[src/rtl/pipe_pkg.sv]
// rtl/pipe_pkg.sv - shared MEM/WB payload layout, skid state encoding and helpers
package pipe_pkg;

    typedef enum logic [1:0] {
        ST_EMPTY = 2'd0,
        ST_ONE   = 2'd1,
        ST_FULL  = 2'd2
    } skid_state_t;

    // MEM/WB payload: {MUX3_SELECT, REGWRITE_ENABLE, ALUOUT[32], MEM[32], RD[5]}
    localparam int unsigned RD_LSB       = 0;
    localparam int unsigned RD_W         = 5;
    localparam int unsigned MEM_LSB      = RD_LSB + RD_W;
    localparam int unsigned MEM_W        = 32;
    localparam int unsigned ALUOUT_LSB   = MEM_LSB + MEM_W;
    localparam int unsigned ALUOUT_W     = 32;
    localparam int unsigned REGWRITE_BIT = ALUOUT_LSB + ALUOUT_W;
    localparam int unsigned MUX3_BIT     = REGWRITE_BIT + 1;
    localparam int unsigned MEM_WB_WIDTH = MUX3_BIT + 1;

    function automatic logic [1:0] state_count(input skid_state_t st);
        case (st)
            ST_ONE:  return 2'd1;
            ST_FULL: return 2'd2;
            default: return 2'd0;
        endcase
    endfunction

endpackage

[src/rtl/pipe_entry_reg.sv]
// rtl/pipe_entry_reg.sv - WIDTH-wide data register with load enable and synchronous clear
module pipe_entry_reg #(
    parameter int unsigned WIDTH = 71
) (
    input  logic             CLK,
    input  logic             CLR,
    input  logic             EN,
    input  logic [WIDTH-1:0] D,
    output logic [WIDTH-1:0] Q
);

    always_ff @(posedge CLK) begin
        if (CLR) begin
            Q <= '0;
        end else if (EN) begin
            Q <= D;
        end
    end

endmodule

[src/rtl/mem_wb_skid.sv]
// rtl/mem_wb_skid.sv - two-entry MEM/WB skid buffer with stall, flush and registered outputs
module mem_wb_skid
    import pipe_pkg::*;
#(
    parameter int unsigned WIDTH         = MEM_WB_WIDTH,
    parameter bit          ZERO_ON_FLUSH = 1'b1
) (
    input  logic             CLK,
    input  logic             RESET,
    input  logic             BUSYWAIT,
    input  logic             FLUSH,
    input  logic             IN_VALID,
    output logic             IN_READY,
    input  logic [WIDTH-1:0] IN_DATA,
    output logic             OUT_VALID,
    input  logic             OUT_READY,
    output logic [WIDTH-1:0] OUT_DATA,
    output logic [1:0]       COUNT
);

    skid_state_t      state_q;
    skid_state_t      state_d;
    logic             accept;
    logic             consume;
    logic             main_en;
    logic             skid_en;
    logic             main_from_skid;
    logic             data_clr;
    logic [WIDTH-1:0] main_d;
    logic [WIDTH-1:0] skid_q;

    // Ready looks only at registered state and the stall, never at OUT_READY.
    assign IN_READY = (state_q != ST_FULL) && !BUSYWAIT;
    assign accept   = IN_VALID && IN_READY;
    assign consume  = OUT_VALID && OUT_READY && !BUSYWAIT;

    always_comb begin
        state_d        = state_q;
        main_en        = 1'b0;
        skid_en        = 1'b0;
        main_from_skid = 1'b0;
        case (state_q)
            ST_EMPTY: begin
                if (accept) begin
                    state_d = ST_ONE;
                    main_en = 1'b1;
                end
            end
            ST_ONE: begin
                if (accept && !consume) begin
                    state_d = ST_FULL;
                    skid_en = 1'b1;
                end else if (consume && !accept) begin
                    state_d = ST_EMPTY;
                end else if (accept && consume) begin
                    main_en = 1'b1;
                end
            end
            ST_FULL: begin
                if (consume) begin
                    state_d        = ST_ONE;
                    main_en        = 1'b1;
                    main_from_skid = 1'b1;
                end
            end
            default: state_d = ST_EMPTY;
        endcase
        // Flush squashes any concurrent handshake, including loads.
        if (FLUSH) begin
            state_d = ST_EMPTY;
            main_en = 1'b0;
            skid_en = 1'b0;
        end
    end

    always_ff @(posedge CLK) begin
        if (RESET) begin
            state_q   <= ST_EMPTY;
            COUNT     <= 2'd0;
            OUT_VALID <= 1'b0;
        end else begin
            state_q   <= state_d;
            COUNT     <= state_count(state_d);
            OUT_VALID <= (state_d != ST_EMPTY);
        end
    end

    assign data_clr = RESET || (FLUSH && ZERO_ON_FLUSH);
    assign main_d   = main_from_skid ? skid_q : IN_DATA;

    pipe_entry_reg #(.WIDTH(WIDTH)) u_main (
        .CLK (CLK),
        .CLR (data_clr),
        .EN  (main_en),
        .D   (main_d),
        .Q   (OUT_DATA)
    );

    pipe_entry_reg #(.WIDTH(WIDTH)) u_skid (
        .CLK (CLK),
        .CLR (data_clr),
        .EN  (skid_en),
        .D   (IN_DATA),
        .Q   (skid_q)
    );

endmodule
[config.mk]
export PLATFORM = sky130hd
export DESIGN_NAME = mem_wb_skid
export DESIGN_NICKNAME = d
export VERILOG_FILES = /design/src/rtl/pipe_pkg.sv /design/src/rtl/pipe_entry_reg.sv /design/src/rtl/mem_wb_skid.sv
export SDC_FILE = /design/constraint.sdc
export NUM_CORES = 1
export LEC_CHECK = 0
export ABC_CLOCK_PERIOD_IN_PS = 3100
export BUFFER_PORTS_ARGS = -buffer_cell sky130_fd_sc_hd__buf_4
export CELL_PAD_IN_SITES_DETAIL_PLACEMENT = 1
export CELL_PAD_IN_SITES_GLOBAL_PLACEMENT = 1
export CORE_ASPECT_RATIO = 0.9
export CORE_MARGIN = 10
export CORE_UTILIZATION = 42
export DETAILED_ROUTE_END_ITERATION = 12
export HOLD_SLACK_MARGIN = 0.1
export MAX_ROUTING_LAYER = met4
export PLACE_DENSITY = 0.88
export SYNTH_ARGS = -nofsm -noshare
export SYNTH_HDL_FRONTEND = slang
export SYNTH_SLANG_ARGS = --single-unit
[constraint.sdc]
create_clock -name CLK -period 3.1 [get_ports CLK]
set_input_delay 0.62 -clock CLK [delete_from_list [all_inputs] [get_ports CLK]]
set_output_delay 0.62 -clock CLK [all_outputs]
set_load 0.02 [all_outputs]
# Yosys cells after proc, flatten, opt, wreduce, memory -nomap -nowiden

Cells that the tools add are included.

Reductions and logical operators: 13
Muxes and demuxes: 19
Equal/unequal tests: 5

Operators with widths:

| operator             | number |
|---|---|
| $mux W71             | 1 |
| $mux W1              | 10 |
| $mux W2              | 5 |
| $logic_and A1 B1 Y1  | 7 |
| $pmux W2 S3          | 1 |
| $eq A2 B1 Y1 const B | 2 |
| $eq A2 B2 Y1 const B | 2 |
| $pmux W2 S2          | 1 |
| $logic_not A1 Y1     | 3 |
| $pmux W1 S3          | 1 |
| $logic_not A2 Y1     | 1 |
| $ne A2 B2 Y1 const B | 1 |
| $reduce_bool A2 Y1   | 1 |
| $logic_or A1 B1 Y1   | 1 |

Input bits: 77
Output and inout bits: 75
Bits in registers: 147
Logic and storage cells: 42

# Longest topological paths before layout

Gate-level depths: netlist (run 1).

Word-level depth: 11
Mapped depth: 7
Depth with buffers taken out: 4

# Hierarchy

Synthesis (run 1) repeated with hierarchy kept, for this count alone.

Cells, all modules: 564
Area, all modules: 6585.1 um^2

By module, submodules not included:

| module         | area an instance (um^2) | instances | cells an instance | seq. area each (um^2) |
|---|---|---|---|---|
| pipe_entry_reg | 2546.2                  | 2         | 229               | 1421.4 |
| mem_wb_skid    | 1492.7                  | 1         | 106               | 100.1 |

# Worst setup path after synthesis (run 1)

Ideal clock, no wire load.

Path kind: input to register
From: in IN_VALID
To: reg u_main.Q[19]
Stages: 5
Path buffers: 2
Setup time: 122 ps
Data arrival time: 1807 ps
Path slack: 1172 ps
Data required time: 2978 ps
Cells stage by stage: or3b_4 a311oi_4 buf_6 buf_4 a21oi_1

Cells in the longest elaborated chain, start to end: 7
Elaborated cells on any way between the ends: 11
Those cells by class: 6 x mux; 5 x reduce/logical

Ends and longest elaborated chain:

| item                                                    | RTL line                             | RTL |
|---|---|---|
| start: declaration                                      | mem_wb_skid.sv:12                    | `input logic IN_VALID,` |
| $logic_and A1 B1 Y1 (*)                                 | mem_wb_skid.sv:34                    | `assign accept = IN_VALID && IN_READY;` |
| $logic_and A1 B1 Y1 or $logic_not A1 Y1 (tied branches) | mem_wb_skid.sv:55, mem_wb_skid.sv:53 |  |
| $mux W1 or $logic_and A1 B1 Y1 (tied branches)          | mem_wb_skid.sv:55, mem_wb_skid.sv:53 |  |
| $mux W1                                                 | mem_wb_skid.sv:53                    | `end else if (consume && !accept) begin` |
| $mux W1                                                 | mem_wb_skid.sv:50                    | `if (accept && !consume) begin` |
| $pmux W1 S3 (*)                                         | mem_wb_skid.sv:42                    | `case (state_q)` |
| $mux W1 (*)                                             | mem_wb_skid.sv:69                    | `if (FLUSH) begin` |
| end signal: assignment                                  | pipe_entry_reg.sv:14                 | `Q <= '0;` |
| end signal: assignment                                  | pipe_entry_reg.sv:16                 | `Q <= D;` |
| end: declaration                                        | pipe_entry_reg.sv:9                  | `output logic [WIDTH-1:0] Q` |

Mark *: on every way between the ends. The rest lies on a longest branch, timed or not.
A chain may end at the register's enable or synchronous reset.

# Final worst setup path (run 1)

From: reg state_q[0]
To: reg u_main.Q[44]

Cells in the longest elaborated chain, start to end: 9
Elaborated cells on any way between the ends: 18
Those cells by class: 3 x eq/ne; 8 x mux; 7 x reduce/logical

Ends and longest elaborated chain:

| item                                                    | RTL line                             | RTL |
|---|---|---|
| start: declaration                                      | mem_wb_skid.sv:21                    | `skid_state_t state_q;` |
| start signal: assignment                                | mem_wb_skid.sv:82                    | `state_q <= state_d;` |
| $ne A2 B2 Y1                                            | mem_wb_skid.sv:33                    | `assign IN_READY = (state_q != ST_FULL) && !BUSYWAIT;` |
| $logic_and A1 B1 Y1                                     | mem_wb_skid.sv:33                    |  |
| $logic_and A1 B1 Y1                                     | mem_wb_skid.sv:34                    |  |
| $logic_and A1 B1 Y1 or $logic_not A1 Y1 (tied branches) | mem_wb_skid.sv:55, mem_wb_skid.sv:53 |  |
| $mux W1 or $logic_and A1 B1 Y1 (tied branches)          | mem_wb_skid.sv:55, mem_wb_skid.sv:53 |  |
| $mux W1                                                 | mem_wb_skid.sv:53                    |  |
| $mux W1                                                 | mem_wb_skid.sv:50                    |  |
| $pmux W1 S3                                             | mem_wb_skid.sv:42                    |  |
| $mux W1                                                 | mem_wb_skid.sv:69                    |  |

Several ways; a longest one is shown, not always the timed one.

==> metrics.txt, run 1 <==
# TYPE chip_impl_metric gauge
chip_impl_info{name="run_status",value="completed"} 1
chip_impl_metric{name="drive_gt1_share",unit="%"} 26.6
chip_impl_info{name="area_leader_netlist",value="sky130_fd_sc_hd__dfxtp_1"} 1
chip_impl_info{name="cp_top_family",value="compound AO/OA/AOI/OAI gates"} 1
chip_impl_metric{name="vert_die_dim",unit="µm"} 131
chip_impl_metric{name="cap_viol_max_count",unit=""} 0
chip_impl_metric{name="cts.path.max_buffers",unit=""} 2
chip_impl_metric{name="netSwitchingFraction",unit="%"} 22.7
chip_impl_info{name="crit_start",value="state_q[0]"} 1
chip_impl_metric{name="cts.clk_slew.worst_paths",unit="ns"} 0.06
chip_impl_metric{name="die_width",unit="µm"} 143
chip_impl_info{name="tritoncts",value="yes"} 1
chip_impl_metric{name="arrival_time_reported_for_the_critical_path_endpoint",unit="ns"} 2.45
chip_impl_metric{name="final_core_util",unit="%"} 56.3
chip_impl_metric{name="initial_core_util",unit="%"} 42.9
chip_impl_metric{name="numPortBuffers",unit=""} 151
chip_impl_metric{name="part_of_the_power_in_the_clock_network",unit="%"} 46.4
chip_impl_metric{name="post_cts_resized",unit=""} 0
chip_impl_metric{name="worstPathRequired",unit="ns"} 3.42
chip_impl_metric{name="total_power",unit="mW"} 4.17
chip_impl_metric{name="postCtsSetupBuffers",unit=""} 0
chip_impl_metric{name="combinationalPowerShare",unit="%"} 7.3
chip_impl_metric{name="timing.max_slew.rel_slack",unit="%"} 46.1
chip_impl_metric{name="finalWirelength",unit="µm"} 18300
chip_impl_metric{name="drt_first_iter_violations",unit=""} 316
chip_impl_info{name="timing.rr.start",value="state_q[0]"} 1
chip_impl_metric{name="die-area",unit="µm²"} 18700
chip_impl_metric{name="grt_pass1_wl",unit="µm"} 29100
chip_impl_metric{name="gp_congestion",unit=""} 0.763
chip_impl_metric{name="fin_nets",unit=""} 857
chip_impl_metric{name="cts_num_sinks",unit=""} 147
chip_impl_info{name="timing_worst_setup_path_type",value="reg2reg"} 1
chip_impl_metric{name="final_number_of_hold_violating_endpoints",unit=""} 0
chip_impl_metric{name="power_density_over_the_cells",unit="nW/µm²"} 555
chip_impl_metric{name="core.rowCount",unit=""} 40
chip_impl_metric{name="worst-path-max-fanout",unit=""} 110
chip_impl_info{name="worst_hold_path_type",value="reg2reg"} 1
chip_impl_metric{name="dr.pass1.iters",unit=""} 4
chip_impl_metric{name="fin_tns_setup",unit="ns"} 0
chip_impl_metric{name="synthDominantCellAreaShare",unit="%"} 51.3
chip_impl_metric{name="synthToLayoutAreaGrowth",unit="%"} 31.1
chip_impl_metric{name="remaining_drc_errors",unit=""} 0
chip_impl_metric{name="track_usage",unit="%"} 20.1
chip_impl_metric{name="timing.final.max_slew_violations",unit=""} 0
chip_impl_metric{name="core_region_area",unit="µm²"} 13400
chip_impl_info{name="startpoint_class_of_the_critical_path",value="flop"} 1
chip_impl_metric{name="synth_nets",unit=""} 731
chip_impl_metric{name="grt_pass1_vias",unit=""} 5816
chip_impl_metric{name="post-dp-hpwl",unit="µm"} 12700
chip_impl_metric{name="insertion_delay",unit="ns"} 0.41
chip_impl_info{name="timing.hold.worst.start",value="u_skid.Q[18]"} 1
chip_impl_metric{name="tightestPinTransition",unit="ns"} 0.807
chip_impl_metric{name="p_int",unit="mW"} 3.22
chip_impl_info{name="cp_slowest_cell",value="sky130_fd_sc_hd__or3b_4"} 1
chip_impl_metric{name="period_minus_slack",unit="ns"} 2.13
chip_impl_metric{name="grt_max_degree",unit=""} 111
chip_impl_metric{name="cts-buffers-inserted",unit=""} 17
chip_impl_info{name="clk_root_buffer_cell",value="sky130_fd_sc_hd__clkbuf_16"} 1
chip_impl_metric{name="final_antenna_net_count",unit=""} 0
chip_impl_metric{name="post-route-period-util",unit="%"} 68.7
chip_impl_metric{name="ys.warnings.count",unit=""} 0
chip_impl_info{name="layout.cells.most_common",value="sky130_fd_sc_hd__buf_4"} 1
chip_impl_metric{name="irDropWorstVdd",unit="mV"} 0.347
chip_impl_info{name="grt_setup_unrepaired",value="no"} 1
chip_impl_metric{name="synth_sequential_area_ratio",unit="%"} 51.3
chip_impl_info{name="endpoint_kind_of_the_worst_setup_timing_path",value="flop"} 1
chip_impl_metric{name="syn_area",unit="µm²"} 5740
chip_impl_metric{name="fmax",unit="MHz"} 469
chip_impl_metric{name="post_cts_hold_buffer_count",unit=""} 0
chip_impl_info{name="netlist_top_cells_area",value="sky130_fd_sc_hd__dfxtp_1 51%, sky130_fd_sc_hd__mux2i_1 12%, sky130_fd_sc_hd__a21oi_1 12%"} 1
chip_impl_metric{name="grt_antenna_before_repair",unit=""} 0
chip_impl_metric{name="ys_seq_elements",unit=""} 147
chip_impl_info{name="crit_path_cell_trace",value="or3b_4 > a311oi_4 > buf_12 > o21ai_0 > a21oi_1"} 1
chip_impl_metric{name="skew",unit="ns"} 0.00873
chip_impl_metric{name="design.portCount",unit=""} 152
chip_impl_metric{name="finalSetupViolations",unit=""} 0
chip_impl_metric{name="p_sw",unit="µW"} 949
chip_impl_metric{name="vias",unit=""} 5217
chip_impl_metric{name="ys_types",unit=""} 25
chip_impl_metric{name="power.static_leakage",unit="nW"} 2.79
chip_impl_metric{name="post_synth_inst_count",unit=""} 654
chip_impl_metric{name="vias_per_cell",unit=""} 5.43
chip_impl_metric{name="htree_num_levels",unit=""} 4
chip_impl_metric{name="routedWlPerCell",unit="µm"} 19.1
chip_impl_metric{name="syn_area_per_cell",unit="µm²"} 8.77
chip_impl_metric{name="critPathBufInv",unit=""} 1
chip_impl_metric{name="grt_ovf",unit=""} 0
chip_impl_metric{name="timing.critical_path.slowest_cell_delay",unit="ns"} 0.44
chip_impl_info{name="most-common-layout-cells",value="159 x sky130_fd_sc_hd__buf_4, 147 x sky130_fd_sc_hd__dfxtp_1, 143 x sky130_fd_sc_hd__nand2_1, 135 x sky130_fd_sc_hd__a21oi_1, 71 x sky130_fd_sc_hd__mux2i_1"} 1
chip_impl_metric{name="seq_power_share",unit="%"} 46.3
chip_impl_metric{name="layout.filler_cells",unit=""} 1540
chip_impl_metric{name="antenna-diode-count",unit=""} 0
==> layer usage <==
metal  GRT usage (%)  part of all wire [%]  vias to the layer above
li1                -                     -                     2510
met1            22.0                    42                     2546
met2            34.4                    50                      139
met3            6.57                   5.7                       22
met4            5.82                   1.4                        0
met5               -                     0                        -
==> cell type report <==
class / count / area [µm²] / area share [%]
flip-flops and latches: 147 / 2940 / 39.1
well taps: 168 / 210 / 2.79
multi-input cells: 452 / 2550 / 33.9
repair buffers: 162 / 1250 / 16.7
clock buffers: 21 / 480 / 6.39
clock inverters: 11 / 83.8 / 1.11
==> worst paths after layout <==
path | end | slack (ns) | depth (start not counted)
max | u_main.Q[44] | 0.97 | 5
min | u_skid.Q[18] | 0.45 | 2
max reg2reg | u_main.Q[44] | 0.97 | 5
min reg2reg | u_skid.Q[18] | 0.45 | 2
==> cells by family after synthesis <==
kind of cell | synth area share (%)
AOI/OAI and AO/OA | 20.6
and+or+nand+nor | 11.3
DFF | 51.3
muxes | 12.4
buffers and inverters | 4.45
==> stage by stage <==
step           hold slack (ns)  worst slack, ns  area [µm²]  std cells
3_3_place_gp             0.441            0.859        6960        929
5_1_grt                  0.445            0.853        7520        961
2_1_floorplan            0.436             1.17        5740        654
3_5_place_dp             0.449            0.724        6960        929
4_1_cts                  0.443             1.00        7520        961
6_report                 0.455            0.970        7520        961
==> state kept, by name, indices dropped and copies added, names as in the netlist <==
name and count:
COUNT 2, OUT_VALID 1, state_q 2, u_main.Q 71, u_skid.Q 71
==> cell usage after synthesis <==
cell,count
sky130_fd_sc_hd__nor2b_1,3
sky130_fd_sc_hd__nor3b_1,1
sky130_fd_sc_hd__or2_2,2
sky130_fd_sc_hd__a31oi_1,1
sky130_fd_sc_hd__buf_6,2
sky130_fd_sc_hd__clkbuf_2,6
sky130_fd_sc_hd__a21oi_1,135
sky130_fd_sc_hd__clkbuf_1,30
sky130_fd_sc_hd__dfxtp_1,147
sky130_fd_sc_hd__a21oi_2,10
sky130_fd_sc_hd__a311oi_4,1
sky130_fd_sc_hd__and3_1,1
sky130_fd_sc_hd__mux2i_1,71
sky130_fd_sc_hd__nand2_1,143
sky130_fd_sc_hd__or3b_4,1
sky130_fd_sc_hd__o41ai_1,2
sky130_fd_sc_hd__buf_2,15
sky130_fd_sc_hd__o21ai_1,10
sky130_fd_sc_hd__nand4b_1,3
sky130_fd_sc_hd__and4_1,1
sky130_fd_sc_hd__o21ai_0,62
sky130_fd_sc_hd__nand4_1,1
sky130_fd_sc_hd__buf_4,2
sky130_fd_sc_hd__o311ai_0,1
sky130_fd_sc_hd__nor2_1,3
==> power groups by stage <==
stage	Combinational (mW)	Sequential [mW]	Clock (mW)
global route	0.329	1.93	2.08
floorplan	0.111	1.99	0
finish	0.303	1.93	1.94
detailed placement	0.303	1.97	0
CTS	0.305	1.93	1.98
global placement	0.291	1.97	0
==> worst min-delay path: cells and delay by family (launching register included) <==
| kind | cells | cell delay (ns) |
|---|---|---|
| AOI/OAI and AO/OA | 1 | 0.05 |
| DFF | 1 | 0.31 |
| and+or+nand+nor | 1 | 0.05 |
Note: power is estimated with default switching activity, not from simulation.
==> inputs of run 2 (changes only) <==
--- a/config.mk
+++ b/config.mk
@@ -5,17 +5,17 @@
 export SDC_FILE = /design/constraint.sdc
 export NUM_CORES = 1
 export LEC_CHECK = 0
-export ABC_CLOCK_PERIOD_IN_PS = 3100
+export ABC_CLOCK_PERIOD_IN_PS = 2029
 export BUFFER_PORTS_ARGS = -buffer_cell sky130_fd_sc_hd__buf_4
 export CELL_PAD_IN_SITES_DETAIL_PLACEMENT = 1
 export CELL_PAD_IN_SITES_GLOBAL_PLACEMENT = 1
 export CORE_ASPECT_RATIO = 0.9
 export CORE_MARGIN = 10
-export CORE_UTILIZATION = 42
+export CORE_UTILIZATION = 39
 export DETAILED_ROUTE_END_ITERATION = 12
 export HOLD_SLACK_MARGIN = 0.1
 export MAX_ROUTING_LAYER = met4
-export PLACE_DENSITY = 0.88
+export PLACE_DENSITY = 0.83
 export SYNTH_ARGS = -nofsm -noshare
 export SYNTH_HDL_FRONTEND = slang
 export SYNTH_SLANG_ARGS = --single-unit
==> constraint.sdc (replaced) <==
create_clock -name CLK -period 2.03 [get_ports CLK]
set_input_delay 0.406 -clock CLK [delete_from_list [all_inputs] [get_ports CLK]]
set_output_delay 0.406 -clock CLK [all_outputs]
set_load 0.02 [all_outputs]
==> run 2 against run 1 <==
Worst setup slack worse by 0.89 ns. Register-to-register slack got worse by 0.89 ns. Critical path depth is 1 higher. Sequential share of layout area down 1.1 points. Total power increased by 59%. Largest cell class unchanged. Highest routed layer unchanged. Flip-flop and latch count unchanged. Wire length up 5.0%.
==> metrics.txt, run 2 (synthesis gave the netlist of run 1 again) <==
# TYPE chip_impl_metric gauge
chip_impl_metric{name="cts-buffers-inserted",unit=""} 17
chip_impl_metric{name="tightestPinTransition",unit="ns"} 0.533
chip_impl_metric{name="core_region_area",unit="µm²"} 14200
chip_impl_metric{name="final_core_util",unit="%"} 54.5
chip_impl_metric{name="irDropWorstVdd",unit="mV"} 0.623
chip_impl_metric{name="cts_num_sinks",unit=""} 147
chip_impl_info{name="timing_worst_setup_path_type",value="reg2reg"} 1
chip_impl_info{name="cp_slowest_cell",value="sky130_fd_sc_hd__dfxtp_1"} 1
chip_impl_metric{name="gp_congestion",unit=""} 0.751
chip_impl_metric{name="insertion_delay",unit="ns"} 0.42
chip_impl_metric{name="vias",unit=""} 5348
chip_impl_info{name="run_status",value="completed"} 1
chip_impl_metric{name="cts.path.max_buffers",unit=""} 2
chip_impl_metric{name="finalWirelength",unit="µm"} 19200
chip_impl_metric{name="drive_gt1_share",unit="%"} 27.4
chip_impl_metric{name="die_width",unit="µm"} 148
chip_impl_metric{name="htree_num_levels",unit=""} 4
chip_impl_metric{name="grt_antenna_before_repair",unit=""} 0
chip_impl_metric{name="cts.clk_slew.worst_paths",unit="ns"} 0.06
chip_impl_info{name="tritoncts",value="yes"} 1
chip_impl_info{name="layout.cells.most_common",value="sky130_fd_sc_hd__buf_4"} 1
chip_impl_metric{name="vias_per_cell",unit=""} 5.36
chip_impl_metric{name="drt_first_iter_violations",unit=""} 225
chip_impl_metric{name="grt_ovf",unit=""} 0
chip_impl_metric{name="finalSetupViolations",unit=""} 0
chip_impl_metric{name="initial_core_util",unit="%"} 40.4
chip_impl_info{name="clk_root_buffer_cell",value="sky130_fd_sc_hd__clkbuf_16"} 1
chip_impl_metric{name="grt_pass1_vias",unit=""} 5712
chip_impl_metric{name="power.static_leakage",unit="nW"} 2.88
chip_impl_metric{name="core.rowCount",unit=""} 41
chip_impl_metric{name="post-route-period-util",unit="%"} 96.0
chip_impl_metric{name="antenna-diode-count",unit=""} 0
chip_impl_metric{name="cap_viol_max_count",unit=""} 0
chip_impl_metric{name="fin_tns_setup",unit="ns"} 0
chip_impl_metric{name="dr.pass1.iters",unit=""} 4
chip_impl_metric{name="critPathBufInv",unit=""} 2
chip_impl_metric{name="die-area",unit="µm²"} 20000
chip_impl_metric{name="worst-path-max-fanout",unit=""} 21
chip_impl_metric{name="final_number_of_hold_violating_endpoints",unit=""} 0
chip_impl_metric{name="arrival_time_reported_for_the_critical_path_endpoint",unit="ns"} 2.23
chip_impl_info{name="worst_hold_path_type",value="in2reg"} 1
chip_impl_metric{name="post-dp-hpwl",unit="µm"} 12500
chip_impl_metric{name="vert_die_dim",unit="µm"} 135
chip_impl_metric{name="worstPathRequired",unit="ns"} 2.32
chip_impl_metric{name="final-instance-count-excl-fill",unit=""} 997
chip_impl_metric{name="track_usage",unit="%"} 18.9
chip_impl_metric{name="timing.max_slew.rel_slack",unit="%"} 64.4
chip_impl_metric{name="synthToLayoutAreaGrowth",unit="%"} 34.9
chip_impl_metric{name="fin_nets",unit=""} 868
chip_impl_info{name="endpoint_kind_of_the_worst_setup_timing_path",value="flop"} 1
chip_impl_metric{name="numPortBuffers",unit=""} 151
chip_impl_metric{name="design.portCount",unit=""} 152
chip_impl_info{name="cp_top_family",value="simple AND/OR/NAND/NOR gates"} 1
chip_impl_metric{name="power_density_over_the_cells",unit="nW/µm²"} 860
chip_impl_metric{name="fmax",unit="MHz"} 513
chip_impl_metric{name="timing.final.max_slew_violations",unit=""} 0
chip_impl_metric{name="grt_pass1_wl",unit="µm"} 29800
chip_impl_metric{name="total_power",unit="mW"} 6.65
chip_impl_metric{name="skew",unit="ns"} 0.0106
chip_impl_metric{name="remaining_drc_errors",unit=""} 0
chip_impl_metric{name="grt_max_degree",unit=""} 83
chip_impl_metric{name="routedWlPerCell",unit="µm"} 19.3
chip_impl_metric{name="timing.critical_path.slowest_cell_delay",unit="ns"} 0.45
chip_impl_metric{name="placedCellCount",unit=""} 960
chip_impl_info{name="startpoint_class_of_the_critical_path",value="flop"} 1
chip_impl_metric{name="final_antenna_net_count",unit=""} 0
chip_impl_info{name="most-common-layout-cells",value="165 x sky130_fd_sc_hd__buf_4, 147 x sky130_fd_sc_hd__dfxtp_1, 143 x sky130_fd_sc_hd__nand2_1, 135 x sky130_fd_sc_hd__a21oi_1, 71 x sky130_fd_sc_hd__mux2i_1"} 1
chip_impl_metric{name="period_minus_slack",unit="ns"} 1.95
chip_impl_metric{name="worst_hold_slack",unit="ns"} 0.241
chip_impl_metric{name="post_cts_hold_buffer_count",unit=""} 0
chip_impl_info{name="largest_registers",value="u_main.Q (71), u_skid.Q (71)"} 1
chip_impl_info{name="crit_path_cell_trace",value="nor2b_1 > nor3b_4 > buf_4 > buf_6 > mux2i_1 > a21oi_1"} 1
-- run 2: cell types whose count changed in the layout (fill, tap and decap cells not counted) --
cell / delta
sky130_fd_sc_hd__clkbuf_16: +2
sky130_fd_sc_hd__nor3b_2: -1
sky130_fd_sc_hd__nor3b_4: +1
sky130_fd_sc_hd__clkinvlp_4: +2
sky130_fd_sc_hd__bufinv_16: +2
sky130_fd_sc_hd__buf_12: +1
sky130_fd_sc_hd__clkbuf_8: -1
sky130_fd_sc_hd__clkinv_2: -4
sky130_fd_sc_hd__buf_6: +2
sky130_fd_sc_hd__clkinv_4: -1
sky130_fd_sc_hd__clkbuf_1: +2
sky130_fd_sc_hd__buf_4: +6
-- run 2: timing repair --
action / CTS / global route
setup endpoints to repair: 0 / 14
gates resized for setup: 0 / 3
buffers inserted: 0 / 3
-- run 2: where the power goes --
part / internal [mW] / switching [mW]
sequential: 2.92 / 0.0264
combinational: 0.210 / 0.267
clock: 2.02 / 1.21
-- run 2: cell type report --
cell class / count / area, µm²
Tap cell: 193 / 241
Clock inverter: 10 / 130
Timing Repair Buffer: 173 / 1390
Clock buffer: 22 / 474
Multi-Input combinational cell: 452 / 2560
Fill cell: 1654 / 6470
Sequential cell: 147 / 2940
-- run 2: stage by stage --
step | worst slack [ns] | cell area [µm²]
floorplan | 0.273 | 5740
global placement | 0.0990 | 7070
detailed placement | -0.0171 | 7070
CTS | 0.0455 | 7680
global route | -0.00109 | 7740
finish | 0.0805 | 7740
-- run 2: path summary, 6_finish.rpt --
kind,startpoint,end,slack (ns),cells past startpoint
max,state_q[1],u_main.Q[5],0.08,6
min,IN_DATA[17],u_skid.Q[17],0.24,3
max reg2reg,state_q[1],u_main.Q[5],0.08,6
min reg2reg,u_skid.Q[22],u_skid.Q[22],0.45,2
-- run 2: worst register-to-register path, cell delays in order (launching register included) --
cell	delay, ns
sky130_fd_sc_hd__dfxtp_1	0.45
sky130_fd_sc_hd__nor2b_1	0.29
sky130_fd_sc_hd__nor3b_4	0.28
sky130_fd_sc_hd__buf_4	0.17
sky130_fd_sc_hd__buf_6	0.29
sky130_fd_sc_hd__mux2i_1	0.24
sky130_fd_sc_hd__a21oi_1	0.09
-- run 2: layer usage --
metal | track usage [%] | vias to the layer above | share of wire [%]
met5 | - | - | 0
met4 | 4.84 | 0 | 1.1
met3 | 4.88 | 17 | 3.8
met2 | 32.1 | 127 | 51
met1 | 21.9 | 2673 | 44
li1 | - | 2531 | -
==> inputs of run 3 (changes only) <==
--- a/config.mk
+++ b/config.mk
@@ -5,7 +5,7 @@
 export SDC_FILE = /design/constraint.sdc
 export NUM_CORES = 1
 export LEC_CHECK = 0
-export ABC_CLOCK_PERIOD_IN_PS = 2029
+export ABC_CLOCK_PERIOD_IN_PS = 2100
 export BUFFER_PORTS_ARGS = -buffer_cell sky130_fd_sc_hd__buf_4
 export CELL_PAD_IN_SITES_DETAIL_PLACEMENT = 1
 export CELL_PAD_IN_SITES_GLOBAL_PLACEMENT = 1
@@ -16,6 +16,7 @@
 export HOLD_SLACK_MARGIN = 0.1
 export MAX_ROUTING_LAYER = met4
 export PLACE_DENSITY = 0.83
+export RECOVER_POWER = 100
 export SYNTH_ARGS = -nofsm -noshare
 export SYNTH_HDL_FRONTEND = slang
 export SYNTH_SLANG_ARGS = --single-unit
==> constraint.sdc (replaced) <==
create_clock -name CLK -period 2.1 [get_ports CLK]
set_input_delay 0.42 -clock CLK [delete_from_list [all_inputs] [get_ports CLK]]
set_output_delay 0.42 -clock CLK [all_outputs]
set_load 0.02 [all_outputs]
==> run 3 against run 2 <==
Wire length decreased by 2.6%. Sequential share of layout area rose by 1.7 points. Register-to-register slack better by 0.04 ns. Via count fell by 1.1%. Design area down 4.2%. Combinational power shrank 10%. Final cell count shrank 0.50%. Clock power is 2% lower. Total power decreased by 3.3%. Worst setup slack better by 0.041 ns. Core utilization down 2.3 points. Critical path type unchanged. Largest cell class unchanged. Highest routed layer unchanged.
==> metrics.txt, run 3 (synthesis gave the netlist of run 1 again) <==
# TYPE chip_impl_metric gauge
chip_impl_metric{name="dr.pass1.iters",unit=""} 4
chip_impl_info{name="run_status",value="completed"} 1
chip_impl_metric{name="skew",unit="ns"} 0.0124
chip_impl_metric{name="track_usage",unit="%"} 19.3
chip_impl_metric{name="arrival_time_reported_for_the_critical_path_endpoint",unit="ns"} 2.31
chip_impl_metric{name="synthToLayoutAreaGrowth",unit="%"} 29.2
chip_impl_metric{name="cap_viol_max_count",unit=""} 0
chip_impl_metric{name="vias",unit=""} 5291
chip_impl_metric{name="core_region_area",unit="µm²"} 14200
chip_impl_metric{name="design.portCount",unit=""} 152
chip_impl_metric{name="timing.reg2reg.setup_slack",unit="ns"} 0.12
chip_impl_metric{name="numPortBuffers",unit=""} 151
chip_impl_metric{name="cts_num_sinks",unit=""} 147
chip_impl_metric{name="total_power",unit="mW"} 6.43
chip_impl_metric{name="post-dp-hpwl",unit="µm"} 12700
chip_impl_metric{name="routedWlPerCell",unit="µm"} 18.9
chip_impl_metric{name="gp_congestion",unit=""} 0.777
chip_impl_metric{name="tightestPinTransition",unit="ns"} 0.682
chip_impl_metric{name="remaining_drc_errors",unit=""} 0
chip_impl_metric{name="antenna-diode-count",unit=""} 0
chip_impl_metric{name="cts.path.max_buffers",unit=""} 2
chip_impl_metric{name="die-area",unit="µm²"} 20000
chip_impl_metric{name="irDropWorstVdd",unit="mV"} 0.544
chip_impl_metric{name="timing.final.max_slew_violations",unit=""} 0
chip_impl_info{name="tritoncts",value="yes"} 1
chip_impl_metric{name="power.static_leakage",unit="nW"} 2.50
chip_impl_metric{name="final_number_of_hold_violating_endpoints",unit=""} 0
chip_impl_info{name="startpoint_class_of_the_critical_path",value="flop"} 1
chip_impl_info{name="worst_hold_path_type",value="in2reg"} 1
chip_impl_metric{name="finalSetupViolations",unit=""} 0
chip_impl_metric{name="grt_ovf",unit=""} 0
chip_impl_metric{name="sequential_standard_cell_area",unit="µm²"} 2940
chip_impl_metric{name="initial_core_util",unit="%"} 40.4
chip_impl_metric{name="grt_antenna_before_repair",unit=""} 0
chip_impl_metric{name="grt_pass1_vias",unit=""} 5757
chip_impl_metric{name="fmax",unit="MHz"} 506
chip_impl_metric{name="multi_input_comb_area",unit="µm²"} 2540
chip_impl_metric{name="postCtsSetupBuffers",unit=""} 0
chip_impl_metric{name="die_width",unit="µm"} 148
chip_impl_metric{name="insertion_delay",unit="ns"} 0.42
chip_impl_info{name="endpoint_kind_of_the_worst_setup_timing_path",value="flop"} 1
chip_impl_metric{name="layout.filler_cells",unit=""} 1717
chip_impl_metric{name="grt_max_degree",unit=""} 53
chip_impl_metric{name="cts.clk_slew.worst_paths",unit="ns"} 0.06
chip_impl_metric{name="placement.setup.worst_slack",unit="ns"} 0.0847
chip_impl_metric{name="finalWirelength",unit="µm"} 18800
chip_impl_metric{name="fin_tns_setup",unit="ns"} 0
chip_impl_metric{name="vert_die_dim",unit="µm"} 135
chip_impl_metric{name="grt_pass1_wl",unit="µm"} 30100
chip_impl_metric{name="reg2reg_depth",unit=""} 6
chip_impl_metric{name="drive_gt1_share",unit="%"} 17.8
chip_impl_info{name="timing_worst_setup_path_type",value="reg2reg"} 1
chip_impl_info{name="timing.rr.end",value="u_main.Q[67]"} 1
chip_impl_metric{name="core.rowCount",unit=""} 41
chip_impl_metric{name="timing.max_slew.rel_slack",unit="%"} 54.5
chip_impl_info{name="most-common-layout-cells",value="147 x sky130_fd_sc_hd__dfxtp_1, 143 x sky130_fd_sc_hd__nand2_1, 135 x sky130_fd_sc_hd__a21oi_1, 84 x sky130_fd_sc_hd__buf_4, 75 x sky130_fd_sc_hd__clkbuf_1"} 1
chip_impl_metric{name="drt_first_iter_violations",unit=""} 317
chip_impl_info{name="grt_setup_unrepaired",value="no"} 1
chip_impl_metric{name="vias_per_cell",unit=""} 5.33
chip_impl_info{name="timing.rr.start",value="state_q[0]"} 1
chip_impl_metric{name="post_cts_hold_buffer_count",unit=""} 0
chip_impl_info{name="timing.hold.worst.start",value="IN_DATA[64]"} 1
chip_impl_metric{name="worst-path-max-fanout",unit=""} 41
chip_impl_metric{name="htree_num_levels",unit=""} 4
chip_impl_metric{name="final_antenna_net_count",unit=""} 0
chip_impl_metric{name="worstPathRequired",unit="ns"} 2.43
chip_impl_metric{name="post-route-period-util",unit="%"} 94.2
chip_impl_metric{name="fin_nets",unit=""} 863
chip_impl_info{name="layout.cells.most_common",value="sky130_fd_sc_hd__dfxtp_1"} 1
chip_impl_info{name="largest_registers",value="u_main.Q (71), u_skid.Q (71)"} 1
chip_impl_info{name="hold_path_end",value="u_skid.Q[64]"} 1
chip_impl_metric{name="cts-buffers-inserted",unit=""} 17
chip_impl_info{name="clk_root_buffer_cell",value="sky130_fd_sc_hd__clkbuf_16"} 1
chip_impl_metric{name="post_cts_resized",unit=""} 0
chip_impl_metric{name="hold_path_depth",unit=""} 3
chip_impl_metric{name="final.setup.worst_slack",unit="ns"} 0.122
chip_impl_metric{name="power_density_over_the_cells",unit="nW/µm²"} 868
chip_impl_metric{name="period_minus_slack",unit="ns"} 1.98
==> run 3: cell types whose count changed in the layout (fill, tap and decap cells not counted), sizes merged <==
cell | before | now
clkbuf | 24 | 97
clkinv | 5 | 1
clkinvlp | 2 | 8
buf | 171 | 91
==> run 3: worst max-delay path by stage <==
stage	from	end	slack [ns]	depth (start not counted)
6_report	state_q[0]	u_main.Q[67]	0.12	6
3_3_place_gp	IN_VALID	u_main.Q[52]	0.16	7
3_5_place_dp	IN_VALID	u_main.Q[5]	0.08	7
4_1_cts	state_q[0]	u_main.Q[67]	0.15	6
5_1_grt	state_q[0]	u_main.Q[32]	0.05	6
2_1_floorplan	state_q[0]	u_main.Q[19]	0.34	6
==> run 3: critical path, stage by stage (launching register included) <==
cell and delay [ns]:
sky130_fd_sc_hd__dfxtp_1 0.39, sky130_fd_sc_hd__or3b_4 0.43, sky130_fd_sc_hd__a311oi_2 0.38, sky130_fd_sc_hd__buf_12 0.17, sky130_fd_sc_hd__buf_12 0.19, sky130_fd_sc_hd__o21ai_0 0.10
sky130_fd_sc_hd__a21oi_1 0.22
==> run 3: report_power, final <==
part	internal [mW]	switching (mW)	leakage (nW)	total, mW
sequential	2.83	0.0244	1.19	2.85
clock	1.96	1.19	0.279	3.15
combinational	0.176	0.253	1.04	0.429
total	4.96	1.47	2.50	6.43
==> run 3: cell type report <==
cell class                 instances  share of cell area, %
tap                              193                   3.26
sequential                       147                   39.7
multi-input combinational        452                   34.3
clock buffer                      20                   6.30
clock inverter                    12                   2.09
timing repair buffer             168                   14.4
==> run 3: routing by layer <==
| metal | share of wire, % | vias to the layer above | GRT usage, % | wire length, µm |
|---|---|---|---|---|
| met2 | 50 | 132 | 33.4 | 9350 |
| met4 | 1.3 | 0 | 5.78 | 250 |
| met3 | 3.9 | 22 | 5.08 | 736 |
| met1 | 45 | 2620 | 21.4 | 8410 |
| li1 | - | 2517 | - | - |
| met5 | 0 | - | - | 0 |
==> run 3: through the flow <==
| stage | std cells | hold WS, ns | util [%] | instance area, µm² |
|---|---|---|---|---|
| floorplan | 654 | 0.436 | - | 5740 |
| CTS | 992 | 0.237 | 54.3 | 7720 |
| global route | 992 | 0.237 | 52.2 | 7410 |
| finish | 992 | 0.254 | 52.2 | 7410 |
| detailed placement | 960 | 0.450 | 50.0 | 7100 |
| global placement | 960 | 0.441 | 50.0 | 7100 |
